File: config.mk
export PLATFORM = sky130hd
export DESIGN_NAME = serial_r
export DESIGN_NICKNAME = d
export VERILOG_FILES = /design/src/rtl/serial_r.sv
export SDC_FILE = /design/constraint.sdc
export NUM_CORES = 1
export LEC_CHECK = 0
export CAP_MARGIN = 30
export CORE_MARGIN = 3
export CORE_UTILIZATION = 57
export CTS_CLUSTER_SIZE = 40
export DETAILED_ROUTE_END_ITERATION = 7
export PLACE_DENSITY = 0.78
export RECOVER_POWER = 25
export SYNTH_ARGS = -nofsm -noshare
export SYNTH_HDL_FRONTEND = slang
export SYNTH_SLANG_ARGS = --single-unit
File: constraint.sdc
create_clock -name m_clock -period 3 [get_ports m_clock]
set_input_delay 0.6 -clock m_clock [delete_from_list [all_inputs] [get_ports m_clock]]
set_output_delay 0.6 -clock m_clock [all_outputs]
set_load 0.01 [all_outputs]
File: src/rtl/serial_r.sv
// 8N1 UART receiver: double-flop synchronizes RDX, detects the start bit,
// samples each data/stop bit at mid-period and strobes the received byte.
module serial_r #(
  parameter int CLKS_PER_BIT = 5201,
  parameter int HALF_BIT     = (CLKS_PER_BIT - 1) / 2
) (
  input  logic       m_clock,
  input  logic       p_reset,
  input  logic       RDX,
  output logic [7:0] dataout,
  output logic       complete,
  output logic       ferr,
  output logic       busy
);

  typedef enum logic [2:0] {
    IDLE   = 3'd0,
    START  = 3'd1,
    DATA   = 3'd2,
    STOP   = 3'd3,
    WAITHI = 3'd4
  } state_t;

  localparam logic [15:0] LAST_CNT = 16'(CLKS_PER_BIT - 1);
  localparam logic [15:0] HALF_CNT = 16'(HALF_BIT);

  state_t      state;
  state_t      state_d;
  logic [15:0] cnt;
  logic [2:0]  idx;
  logic [7:0]  shift;
  logic        rx_meta;
  logic        rx_s;
  logic        bit_end;
  logic        half_pt;

  // NOTE: both synchronizer flops reset to the idle (high) line level so that
  // leaving reset never looks like a falling start edge.
  always_ff @(posedge m_clock) begin
    if (p_reset) begin
      rx_meta <= 1'b1;
      rx_s    <= 1'b1;
    end else begin
      rx_meta <= RDX;
      rx_s    <= rx_meta;
    end
  end

  assign bit_end = (cnt == LAST_CNT);
  assign half_pt = (cnt == HALF_CNT);

  // State register.
  always_ff @(posedge m_clock) begin
    if (p_reset) state <= IDLE;
    else         state <= state_d;
  end

  // Next-state logic.
  always_comb begin
    // NOTE: default assignment first so no path through the case leaves
    // state_d unassigned, which would otherwise infer a latch.
    state_d = state;
    case (state)
      IDLE:    if (!rx_s) state_d = START;
      START:   if (half_pt) state_d = rx_s ? IDLE : DATA;
      DATA:    if (bit_end && (idx == 3'd7)) state_d = STOP;
      STOP:    if (bit_end) state_d = rx_s ? IDLE : WAITHI;
      WAITHI:  if (rx_s) state_d = IDLE;
      default: state_d = IDLE;
    endcase
  end

  // Bit timing, shift register and registered strobes.
  always_ff @(posedge m_clock) begin
    if (p_reset) begin
      cnt      <= 16'd0;
      idx      <= 3'd0;
      shift    <= 8'h00;
      dataout  <= 8'h00;
      complete <= 1'b0;
      ferr     <= 1'b0;
    end else begin
      // NOTE: non-blocking assignments throughout, so every read in this block
      // sees the pre-edge value regardless of statement order.
      complete <= 1'b0;
      ferr     <= 1'b0;
      case (state)
        START: begin
          if (half_pt) begin
            cnt <= 16'd0;
            idx <= 3'd0;
          end else begin
            cnt <= cnt + 16'd1;
          end
        end
        DATA: begin
          if (bit_end) begin
            shift[idx] <= rx_s;
            cnt        <= 16'd0;
            if (idx != 3'd7) idx <= idx + 3'd1;
          end else begin
            cnt <= cnt + 16'd1;
          end
        end
        STOP: begin
          if (bit_end) begin
            cnt <= 16'd0;
            // A low stop bit discards the byte; dataout keeps the last good one.
            if (rx_s) begin
              dataout  <= shift;
              complete <= 1'b1;
            end else begin
              ferr <= 1'b1;
            end
          end else begin
            cnt <= cnt + 16'd1;
          end
        end
        default: begin
          cnt <= 16'd0;
          idx <= 3'd0;
        end
      endcase
    end
  end

  // Output logic.
  always_comb begin
    busy = (state != IDLE);
  end

endmodule

==> qor.csv <==
stage,metric,value,unit
sta,rsz0062_at_grt,false,
sta,maxSlewHeadroom,45.8,%
power,ir_drop,0.000354,V
grt,grt_first_pass_wirelength,5.93,mm
grt,grt_overflow,0,
clock_network,path_clk_slew,0.13,ns
clock_network,htreeDepth,2,
critical_path,critPathKind,flip-flop to flip-flop,
routing,dr_total_vias,1406,
clock_network,clock_sinks,42,
clock_network,clockBufferDepth,2,
logic_synthesis,synth_seq_cells,42,
sta,setup_viol,0,
sta,fin_crit_sh,77.9,%
floorplan,start_util,60.7,%
routing,drtAntennaViolNets,0,
critical_path,reg2regPathDepth,7,
power,p_leak,0.922,nW
routing,remaining_drc_errors,0,
clock_network,numCtsBuffers,5,
power,power_density,480,nW/um2
floorplan,core,3130,um2
routing,drt-initial-drc-count,94,
floorplan,dieArea,4060,um2
floorplan,die_x,63.7,um
sta,drv_slew,0,
final_layout,antenna_cells,0,
routing,first_pass_iters,4,
logic_synthesis,synthAdderAreaFrac,2.64,%
sta,clock.fmax,428,MHz
grt,antenna_found_initial,0,
logic_synthesis,synth.mux.area_fraction,8.43,%
clock_network,postCtsSetupBuffers,0,
floorplan,io_pins,14,
placement,dp_hpwl,2.48,mm
grt,track_usage,18.5,%
logic_synthesis,avgSynthCellArea,9.45,um2
run_status,outcome,completed,
sta,worst_pin_slew,0.811,ns
clock_network,insertion_delay,0.37,ns
critical_path,crit_path_end_kind,flip-flop,
final_layout,drive_above_1_share,9.81,%
logic_synthesis,netlist_instances,201,
routing,routed_wl,3.43,mm
critical_path,crit_fanout,5,
floorplan,die_y,63.7,um
logic_synthesis,yosys.area_share.simple,31.3,%
final_layout,fin_cells,258,
grt,grt_pass1_vias,1336,
critical_path,required,3.27,ns
placement,dp_cells,250,
final_layout,final_nets,220,
logic_synthesis,synth_top_family_by_area,simple AND/OR/NAND/NOR gates,
sta,setup_tns,0,ns
grt,grt_start_max_net_pins,19,
logic_synthesis,ys_seq_area_share,44.3,%
clock_network,root_buffer,clkbuf_4,
final_layout,nFillCells,258,
final_layout,area_growth,13.6,%
sta,period_minus_slack,2.34,ns
logic_synthesis,synth_compound_area_share,4.15,%
critical_path,cp_data_arrival_time,2.61,ns
critical_path,cp-start-kind,flip-flop,
logic_synthesis,synthXorXnorAreaFrac,6.46,%
logic_synthesis,synth.top_cells.by_area,"dfxtp_1 (44%), mux2i_1 (8.4%), nor2_1 (7.7%), xor2_1 (4.6%), ha_1 (2.6%)",
placement,gp_congestion,0.844,
placement,port_buffers,13,
logic_synthesis,netlist.area_leader.share,44.3,%
logic_synthesis,synth_nets,208,
sta,skew,0.0135,ns
logic_synthesis,synth_warnings,0,
hold_path,min_path_type,flip-flop to flip-flop,
hold_path,holdPathStages,1,
floorplan,num_rows,20,
routing,via_per_inst,5.45,
logic_synthesis,ys_types,40,
clock_network,cts_tree,yes,
clock_network,postCtsHoldBufs,0,
clock_network,cts_resized,0,
logic_synthesis,synthesis.area,1900,um2
routing,wl_per_cell,13.3,um
flow_run,maxCapViolCount,0,
sta,hold_viol,0,
logic_synthesis,synth_top_area_cell,dfxtp_1,
cells in the final DEF (no fill, tap or decap), types with 3 or more instances in the layout:
master / instances
dlygate4sd3_1: 11
dfxtp_1: 42
mux2i_1: 16
nand4b_1: 4
and3_1: 5
xnor2_1: 4
ha_1: 4
or2_2: 3
nand3_1: 8
xor2_1: 10
inv_1: 4
nor2b_1: 5
nor3b_1: 4
clkbuf_4: 5
a31oi_1: 3
nand4_1: 8
nand2_1: 8
nor2_1: 39
flip-flops by register name, summed over array words and instances (netlist names):
name and flops:
cnt 16, complete 1, dataout 8, ferr 1, idx 3, rx_meta 1
rx_s 1, shift 8, state 3
per-layer routing:
metal | up-vias | GRT usage (%) | wire, um
li1 | 723 | - | -
met1 | 661 | 22.3 | 1610
met2 | 15 | 30.2 | 1640
met3 | 7 | 5.53 | 117
met4 | 0 | 8.09 | 61
met5 | - | 0 | 0
final cells by class:
| cell class | instances | area (um2) | area share (%) |
|---|---|---|---|
| Multi-Input combinational cell | 146 | 1000 | 46.5 |
| Sequential cell | 42 | 841 | 39.0 |
| Timing Repair Buffer | 14 | 138 | 6.38 |
| Clock inverter | 3 | 68.8 | 3.19 |
| Tap cell | 44 | 55.1 | 2.55 |
| Clock buffer | 5 | 37.5 | 1.74 |
| Inverter | 4 | 15.0 | 0.696 |
worst max-delay path, stage by stage, from the launching register on:
cell and delay, ns:
dfxtp_1 0.37, inv_1 0.07, ha_1 0.15, or3b_2 0.50
or4_1 0.58, nand3_2 0.13, a21bo_1 0.22, a22o_2 0.22
synth_stat cells:
| library cell | number |
|---|---|
| and3_1 | 5 |
| or4bb_1 | 1 |
| or4_4 | 2 |
| ha_1 | 4 |
| buf_4 | 1 |
| or4b_1 | 1 |
| nor2_1 | 39 |
| a21bo_1 | 1 |
| a31oi_1 | 3 |
| clkbuf_1 | 7 |
| or3b_2 | 2 |
| nor4_1 | 1 |
| nor2b_1 | 5 |
| nand4_2 | 1 |
| a22o_2 | 1 |
| nand4bb_1 | 1 |
| nand3_1 | 8 |
| xnor2_1 | 4 |
| mux2i_1 | 16 |
| nor3_1 | 2 |
| nor4_4 | 1 |
| a22o_1 | 1 |
| xor2_1 | 10 |
| nand4_1 | 8 |
| a21oi_1 | 1 |
| inv_1 | 4 |
| nand3_2 | 1 |
| dfxtp_1 | 42 |
| nand2b_1 | 1 |
| or3_1 | 1 |
| a211oi_1 | 1 |
| nor4b_4 | 1 |
| a311oi_1 | 1 |
| a211o_2 | 1 |
| and2_1 | 2 |
| nand2_1 | 8 |
| or2_2 | 3 |
| nor3b_1 | 4 |
| buf_1 | 1 |
| nand4b_1 | 4 |
per-stage QoR:
step / cell area (um2) / setup WS, ns / hold WS [ns] / util, % / total power, mW
detailed placement: 2050 / 0.674 / 0.415 / 65.7 / 0.599
floorplan: 1900 / 0.810 / 0.389 / - / 0.592
CTS: 2160 / 0.643 / 0.444 / 69.1 / 1.05
finish: 2160 / 0.662 / 0.438 / 69.0 / 1.04
global route: 2160 / 0.549 / 0.468 / 69.0 / 1.07
global placement: 2050 / 0.768 / 0.397 / 65.7 / 0.599
report_power, final:
part / total [mW] / internal, mW / switching (mW)
clock network: 0.450 / 0.261 / 0.189
logic: 0.0217 / 0.00919 / 0.0125
registers: 0.565 / 0.560 / 0.00479
final timing paths:
check	startpoint	end	slack (ns)
worst max register to register	cnt[0]	idx[1]	0.66
worst min-delay path	rx_meta	rx_s	0.44
worst max-delay path	cnt[0]	idx[1]	0.66
worst min register to register	rx_meta	rx_s	0.44
cells by family after synthesis:
kind of cell | count (synthesis)
compound gates | 10
buf+inv | 13
mux | 16
xor+xnor | 14
simple gates | 102
flops | 42
fa+ha+maj | 4
(Power assumes the default switching activity.)
